`src/rtl/fft_addr_gen.sv`:
```
// Address sequencer for an in-place radix-2 DIT FFT: bit-reversed load, per-stage butterfly pairs, natural unload (twiddle index under FFT_ADDR_TWIDDLE_EN).
// Latency: every output is registered one cycle behind the inputs that cause it; write-back trails its operand read by WR_LAT cycles.
// Backpressure: in_valid gates LOAD and out_ready gates UNLOAD; COMPUTE never stalls.
module fft_addr_gen #(
  parameter int LOG2N  = 7,
  parameter int WR_LAT = 2
) (
  input  logic             clk,
  input  logic             rst,
  input  logic             start,
  input  logic             in_valid,
  input  logic             out_ready,
  output logic             busy,
  output logic             done,
  output logic             rd_en,
  output logic [LOG2N-1:0] rd_addr,
  output logic             wr_en,
  output logic [LOG2N-1:0] wr_addr,
  output logic [3:0]       stage,
  output logic             bf_lower,
  output logic [LOG2N-2:0] tw_addr
);

  localparam logic [2:0] S_IDLE    = 3'd0;
  localparam logic [2:0] S_LOAD    = 3'd1;
  localparam logic [2:0] S_COMPUTE = 3'd2;
  localparam logic [2:0] S_DRAIN   = 3'd3;
  localparam logic [2:0] S_UNLOAD  = 3'd4;
  localparam logic [2:0] S_DONE    = 3'd5;

  localparam logic [LOG2N-1:0] ONE        = {{(LOG2N-1){1'b0}}, 1'b1};
  localparam logic [LOG2N-1:0] LAST       = {LOG2N{1'b1}};
  localparam logic [3:0]       LAST_STAGE = 4'(LOG2N-1);
  localparam logic [3:0]       DRAIN_LAST = 4'(WR_LAT-1);

  logic [2:0]       state_q, state_d;
  logic [LOG2N-1:0] cnt_q, cnt_d;
  logic [3:0]       s_q, s_d;
  logic [3:0]       dcnt_q, dcnt_d;
  logic             busy_q, busy_d, done_q, done_d;
  logic             rd_en_q, rd_en_d, wr_en_q, wr_en_d, lower_q, lower_d;
  logic [LOG2N-1:0] rd_addr_q, rd_addr_d, wr_addr_q, wr_addr_d;
  logic [3:0]       stage_q, stage_d;
  logic             load_wr;
  logic [LOG2N-1:0] load_addr;
  logic             wb_in_vld;
  logic             wb_vld_q  [WR_LAT];
  logic [LOG2N-1:0] wb_addr_q [WR_LAT];
  logic [LOG2N-1:0] k_ext, mask, top_addr, bf_addr;

  function automatic logic [LOG2N-1:0] bitrev(input logic [LOG2N-1:0] x);
    logic [LOG2N-1:0] r;
    for (int i = 0; i < LOG2N; i++) r[i] = x[LOG2N-1-i];
    return r;
  endfunction

  // cnt_q = {k, half}: half selects the top (0) or bottom (1) operand of butterfly k
  assign k_ext    = {1'b0, cnt_q[LOG2N-1:1]};
  assign mask     = (ONE << s_q) - ONE;
  assign top_addr = ((k_ext >> s_q) << (s_q + 4'd1)) | (k_ext & mask);
  assign bf_addr  = cnt_q[0] ? (top_addr + (ONE << s_q)) : top_addr;

  always_comb begin
    state_d   = state_q;
    cnt_d     = cnt_q;
    s_d       = s_q;
    dcnt_d    = dcnt_q;
    busy_d    = busy_q;
    done_d    = 1'b0;
    rd_en_d   = 1'b0;
    rd_addr_d = rd_addr_q;
    lower_d   = 1'b0;
    load_wr   = 1'b0;
    load_addr = '0;
    wb_in_vld = 1'b0;
    unique case (state_q)
      S_IDLE: begin
        // done_q still high means this is the cycle that shows the done pulse
        if (start && !done_q) begin
          state_d = S_LOAD;
          busy_d  = 1'b1;
          cnt_d   = '0;
        end
      end
      S_LOAD: begin
        if (in_valid) begin
          load_wr   = 1'b1;
          load_addr = bitrev(cnt_q);
          cnt_d     = cnt_q + ONE;
          if (cnt_q == LAST) begin
            state_d = S_COMPUTE;
            cnt_d   = '0;
            s_d     = '0;
          end
        end
      end
      S_COMPUTE: begin
        rd_en_d   = 1'b1;
        rd_addr_d = bf_addr;
        lower_d   = cnt_q[0];
        wb_in_vld = 1'b1;
        cnt_d     = cnt_q + ONE;
        if (cnt_q == LAST) begin
          state_d = S_DRAIN;
          cnt_d   = '0;
          dcnt_d  = '0;
        end
      end
      S_DRAIN: begin
        dcnt_d = dcnt_q + 4'd1;
        if (dcnt_q == DRAIN_LAST) begin
          dcnt_d = '0;
          if (s_q == LAST_STAGE) begin
            state_d = S_UNLOAD;
            s_d     = '0;
          end else begin
            state_d = S_COMPUTE;
            s_d     = s_q + 4'd1;
          end
        end
      end
      S_UNLOAD: begin
        if (out_ready) begin
          rd_en_d   = 1'b1;
          rd_addr_d = cnt_q;
          cnt_d     = cnt_q + ONE;
          if (cnt_q == LAST) state_d = S_DONE;
        end
      end
      S_DONE: begin
        done_d  = 1'b1;
        busy_d  = 1'b0;
        state_d = S_IDLE;
      end
      default: state_d = S_IDLE;
    endcase
  end

  always_comb begin
    stage_d   = (state_q == S_COMPUTE || state_q == S_DRAIN) ? s_q : 4'd0;
    wr_en_d   = load_wr | wb_vld_q[WR_LAT-1];
    wr_addr_d = wr_addr_q;
    if (load_wr)                    wr_addr_d = load_addr;
    else if (wb_vld_q[WR_LAT-1])    wr_addr_d = wb_addr_q[WR_LAT-1];
  end

  always_ff @(posedge clk or posedge rst) begin
    if (rst) begin
      state_q   <= S_IDLE;
      cnt_q     <= '0;
      s_q       <= '0;
      dcnt_q    <= '0;
      busy_q    <= 1'b0;
      done_q    <= 1'b0;
      rd_en_q   <= 1'b0;
      rd_addr_q <= '0;
      wr_en_q   <= 1'b0;
      wr_addr_q <= '0;
      lower_q   <= 1'b0;
      stage_q   <= '0;
      for (int i = 0; i < WR_LAT; i++) begin
        wb_vld_q[i]  <= 1'b0;
        wb_addr_q[i] <= '0;
      end
    end else begin
      state_q   <= state_d;
      cnt_q     <= cnt_d;
      s_q       <= s_d;
      dcnt_q    <= dcnt_d;
      busy_q    <= busy_d;
      done_q    <= done_d;
      rd_en_q   <= rd_en_d;
      rd_addr_q <= rd_addr_d;
      wr_en_q   <= wr_en_d;
      wr_addr_q <= wr_addr_d;
      lower_q   <= lower_d;
      stage_q   <= stage_d;
      // stage 0 is loaded in step with rd_addr_q, so the tail lags the read by WR_LAT once re-registered
      wb_vld_q[0]  <= wb_in_vld;
      wb_addr_q[0] <= rd_addr_d;
      for (int i = 1; i < WR_LAT; i++) begin
        wb_vld_q[i]  <= wb_vld_q[i-1];
        wb_addr_q[i] <= wb_addr_q[i-1];
      end
    end
  end

`ifdef FFT_ADDR_TWIDDLE_EN
  logic [LOG2N-2:0] tw_q, tw_d;
  logic [LOG2N-2:0] k_tw;

  assign k_tw = cnt_q[LOG2N-1:1];

  always_comb begin
    tw_d = '0;
    if (state_q == S_COMPUTE)
      tw_d = cnt_q[0] ? tw_q : ((k_tw & mask[LOG2N-2:0]) << (LAST_STAGE - s_q));
  end

  always_ff @(posedge clk or posedge rst) begin
    if (rst) tw_q <= '0;
    else     tw_q <= tw_d;
  end

  assign tw_addr = tw_q;
`else
  assign tw_addr = '0;
`endif

  assign busy     = busy_q;
  assign done     = done_q;
  assign rd_en    = rd_en_q;
  assign rd_addr  = rd_addr_q;
  assign wr_en    = wr_en_q;
  assign wr_addr  = wr_addr_q;
  assign stage    = stage_q;
  assign bf_lower = lower_q;

endmodule

```
`config.mk`:
```
export PLATFORM = sky130hd
export DESIGN_NAME = fft_addr_gen
export DESIGN_NICKNAME = d
export VERILOG_FILES = /design/src/rtl/fft_addr_gen.sv
export SDC_FILE = /design/constraint.sdc
export NUM_CORES = 1
export LEC_CHECK = 0
export CAP_MARGIN = 10
export CORE_MARGIN = 2
export CORE_UTILIZATION = 62
export CTS_CLUSTER_DIAMETER = 40
export DETAILED_ROUTE_END_ITERATION = 10
export PLACE_DENSITY = 0.94
export SLEW_MARGIN = 30
export SYNTH_ARGS = -nofsm -noshare
export SYNTH_HDL_FRONTEND = slang
export SYNTH_SLANG_ARGS = --single-unit
export TNS_END_PERCENT = 50
```
`constraint.sdc`:
```
create_clock -name clk -period 7.2 [get_ports clk]
set_input_delay 0.72 -clock clk [delete_from_list [all_inputs] [get_ports clk]]
set_output_delay 0.72 -clock clk [all_outputs]
set_load 0.1 [all_outputs]
```
### After elaboration in Yosys (flattened, before gate mapping)

Cells that the tools add are included.

* add/subtract/negate cells: 5
* equality and inequality tests: 15
* shift operators: 3
* mux-type cells: 38
* bitwise logic cells: 3
* reductions and logical operators: 16

Operators with widths (count)
* $mux W7: 10
* $pmux W7 S4: 1
* $mux W3: 8
* $mux W4: 6
* $pmux W4 S2: 2
* $pmux W3 S5: 1
* $ne A2 B2 Y1 const B: 7
* $pmux W7 S2: 1
* $reduce_bool A2 Y1: 5
* $add A4 B1 Y4 const B: 2
* $reduce_and A4 Y1: 2
* $add A7 B1 Y7 const B: 1
* $add A7 B7 Y7: 1
* $and A6 B7 Y7: 1
* $eq A7 B7 Y1 const B: 1
* $mux W1: 7
* $or A7 B7 Y7: 1
* $reduce_and A7 Y1: 1
* $shl A1 B4 Y7 const A: 1
* $shl A7 B4 Y7: 1
* $shr A6 B4 Y7: 1
* $sub A7 B1 Y7 const B: 1
* $eq A3 B2 Y1 const B: 2
* $eq A3 B3 Y1 const B: 2
* 11 further kinds: 14

* bits in registers: 50
* input bits: 5
* output and inout port bits: 29
* word-level logic and storage cells: 95

### Longest topological paths before layout

* depth after elaboration: 7
* depth in mapped cells: 17

### Worst setup path before layout

Ideal clock, no wire load.

* path kind: register -> register
* from: register s_q[1]
* to: register wb_addr_q[13] in the netlist's numbering
* arrival time: 3071 ps
* data required time: 7074 ps
* setup slack: 4003 ps
* stages on the path, launching flop included: 18
* buffers on the path: 1
* clock period less this slack: 3197 ps
* path through: dfrtp_1 -> buf_2 -> inv_1 -> ha_1 -> nand2_1 -> ha_1 -> nand2b_1 -> mux2_2 -> o21ai_0 -> nand2_1 -> o211ai_1 -> ha_1 -> o21a_1 -> o31a_1 -> and4_1 -> nor3_1 -> xnor2_1 -> o22ai_1

* word-level cells in the longest chain between the ends: 7

Ends and longest elaborated chain
* start: declaration: RTL line 38 `logic [3:0] s_q, s_d;`
* start signal: assignment: RTL line 151 `s_q <= '0;`
* start signal: assignment: RTL line 168 `s_q <= s_d;`
* parallel branches: the longest is 5 deep, another holds $add A7 B7 Y7
* $mux W7 (*): RTL line 61 `assign bf_addr = cnt_q[0] ? (top_addr + (ONE << s_q)) : top_addr;`
* $pmux W7 S2 (*): RTL line 76 `unique case (state_q)`
* end signal: indexed assignment: RTL line 183 `wb_addr_q[i] <= wb_addr_q[i-1];`
* end: declaration: RTL line 48 `logic [LOG2N-1:0] wb_addr_q [WR_LAT];`

Mark *: on every way between the ends.
A chain may end at the register's enable or synchronous reset.

### Final worst setup path

Ends and elaborated chain as after synthesis.

==> run_results.csv <==
group,metric,value,unit
final_layout,nNetsFinal,409,
floorplanning,fp.dieArea,0.00590,sq mm
worst_setup_path,critPathBufInv,1,
cts,clock_latency,0.31,ns
floorplanning,rows,26,
logic_synthesis,yosysMostFrequentCell,"dfrtp_1",
worst_setup_path,cp_data_arrival_time,3.81,ns
logic_synthesis,synth.area.top_cells,"dfrtp_1 38%, o21ai_0 5.8%, ha_1 5.7%",
hold_path,whs_endpoint,"wb_vld_q[0]",
grt,grt_pass1_wl,12700,um
logic_synthesis,synth_top_cell_area_share,0.380,
floorplanning,initial_utilization,0.644,
job,cap_violations,0,
cts,cts_max_path_buffers,2,
cts,hold_buffers,0,
routing,ant_nets,0,
routing,wl,7540,um
final_layout,diodes,0,
place,dpl.hpwl,5410,um
power,power.density,271,mW/mm^2
sta,tightest_slew,0.978,ns
sta,hold_slack,0.365,ns
final_layout,multi_input_area,0.00180,sq mm
cts,cts_resized,0,
hold_path,min_path_cells,0,
floorplanning,ios,34,
cts,cts_setup_buffers,0,
sta,rsz0062_at_grt,"no",
grt,grt_use_met1,0.360,
sta,period_share,0.503,
sta,finalSetupViolCount,0,
worst_setup_path,required,7.39,ns
logic_synthesis,dominantRegCellSynth,"dfrtp_1",
grt,antenna_found_initial,0,
grt,use_met3,0.0506,
worst_setup_path,critPathKind,"flop to flop",
logic_synthesis,synth_warnings,0,
routing,wl_per_cell,16.4,um
logic_synthesis,syn_area,0.00329,sq mm
sta,finalHoldViolCount,0,
grt,grt_max_degree,51,
logic_synthesis,ys_seq_elements,50,
logic_synthesis,async_flop_share,1.00,
logic_synthesis,synth_top_area_cell,"dfrtp_1",
worst_setup_path,crit_fanout,16,
worst_setup_path,critPathTopFamily,"simple AND/OR/NAND/NOR gates",
cts,cts.clk_slew.worst_paths,0.09,ns
grt,grt_overflow_total,0,
worst_setup_path,reg2reg_depth,11,
worst_setup_path,timing.rr.start,"s_q[1]",
worst_setup_path,worstSetupPathDepth,11,
cts,cts_root_buf,"clkbuf_8",
worst_setup_path,slowest_delay,0.71,ns
grt,grt_busiest_layer,"met2",
logic_synthesis,ys_types,59,
logic_synthesis,synthesis.instances,383,
final_layout,nFillCells,395,
routing,drt-pass1-iter-count,5,
floorplanning,die_width,76.8,um
final_layout,drive_gt1_frac,0.0463,
logic_synthesis,ys_seq_area_frac,0.380,
place,io_buffer_count,27,
routing,drtIter0Drc,218,
cts,cts_made_buffers,5,
sta,finClkSkew,0.00785,ns
status,outcome,"finished, final reports clean",
worst_setup_path,cp-start-kind,"flop",
worst_setup_path,end_kind,"flop",
grt,track_usage,0.266,
sta,slew_violations,0,
worst_setup_path,rrSetupSlack,3.58,ns
power,vdd_drop_max,0.189,mV
grt,grt_pass1_vias,2623,
power,leakage,1.50,nW
sta,fin_setup_tns,0,ns
routing,vias,2886,
logic_synthesis,synth_edf_count,0,
final_layout,synthToLayoutAreaGrowth,9.24,%
logic_synthesis,synth_common_cells,"50 x dfrtp_1, 47 x nand2_1, 38 x o21ai_0",
place,place_congestion,0.921,
worst_setup_path,r2r_end,"wb_addr_q[13]",
sta,max_freq,276,MHz
hold_path,hp-class,"flop to flop",
grt,grtUsageMet2,0.443,
cts,clock-sinks,50,
cts,cts_max_level,2,
worst_setup_path,crit_top_cell,"ha_1",
routing,drc,0,
sta,relSlewSlack,0.346,
worst_setup_path,crit_chain,"inv_1 -> ha_1 -> or4_1 -> o221ai_2 -> ha_1 -> o21a_1 -> o31a_1 -> and4_1 -> nor3_1 -> xnor2_1 -> o22ai_1",
logic_synthesis,syn_area_per_cell,8.59,sq um
hold_path,worstHoldStart,"wb_vld_q[1]",
floorplanning,core,0.00511,sq mm
cts,tritoncts,"built",
final_layout,ff_latch_area,0.00125,sq mm
routing,vias_per_cell,6.29,
worst_setup_path,slowest_stage,"dfrtp_1",
sta,period_needed,3.62,ns
floorplanning,die_y,76.8,um
[power breakdown]
| part | switching, mW | leakage [nW] | total [mW] | internal (mW) |
|---|---|---|---|---|
| registers | 0.0760 | 0.598 | 0.390 | 0.314 |
| logic | 0.265 | 0.842 | 0.383 | 0.118 |
| clock network | 0.0959 | 0.0585 | 0.200 | 0.104 |
| total | 0.437 | 1.50 | 0.973 | 0.536 |
[state kept, by name, summed over array words and instances (netlist names), 2 cells and up]
register	cells
wb_addr_q	14
cnt_q	7
wr_addr	7
dcnt_q	4
s_q	4
stage	4
state_q	3
wb_vld_q	2
[cells by family (layout without fill, tap and decap cells)]
family | count (synthesis) | count (layout) | synth area share
compound gates | 105 | 105 | 0.207
mux | 15 | 15 | 0.0468
other cells | 1 | 6 | 0.00114
fa+ha+maj | 16 | 16 | 0.0631
xor+xnor | 8 | 8 | 0.0213
buf+inv | 52 | 53 | 0.0787
flops | 50 | 50 | 0.380
simple gates | 136 | 136 | 0.202
[cell usage in the layout, fill, tap and decap left out, types with 8 or more instances in the layout]
cell,netlist,routed
nor2b_1,8,8
nand3_1,10,10
dfrtp_1,50,50
ha_1,15,15
inv_1,17,16
nand2_1,47,47
a21oi_1,19,19
clkdlybuf4s50_1,0,27
nor2_1,26,26
o21ai_0,38,38
mux2i_1,12,12
nor3_1,12,12
[worst max-delay path by stage]
stage	from	endpoint	slack (ns)
finish	s_q[1]	wb_addr_q[13]	3.58
detailed placement	s_q[1]	wb_addr_q[13]	3.67
CTS	s_q[1]	wb_addr_q[13]	3.64
global route	s_q[1]	wb_addr_q[13]	3.37
floorplan	s_q[1]	wb_addr_q[13]	4.00
global placement	s_q[1]	wb_addr_q[13]	3.68
[per-stage QoR]
| stage | setup slack (ns) | cell area, sq um | power [mW] | std cells | util |
|---|---|---|---|---|---|
| final | 3.58 | 3590 | 0.973 | 459 | 0.704 |
| after global routing | 3.37 | 3590 | 1.02 | 459 | 0.704 |
| after CTS | 3.64 | 3590 | 0.968 | 459 | 0.704 |
| after detailed placement | 3.67 | 3480 | 0.768 | 451 | 0.682 |
| after global placement | 3.68 | 3480 | 0.757 | 451 | 0.681 |
| after floorplan | 4.00 | 3310 | 0.680 | 388 | - |
[area by class of cell]
class                      instances  share of cell area
multi-input combinational        286               0.500
tap                               70              0.0244
sequential                        50               0.348
inverter                          17              0.0185
clock buffer                       5              0.0192
clock inverter                     3              0.0122
timing repair buffer              28              0.0773
[routing by layer]
metal  vias up  share of wire  wire, um
met5         -              0         0
met4         0          0.015       112
met3        12          0.071       536
met2       132           0.48      3620
met1      1384           0.43      3270
li1       1358              -         -
(Power assumes the default switching activity.)
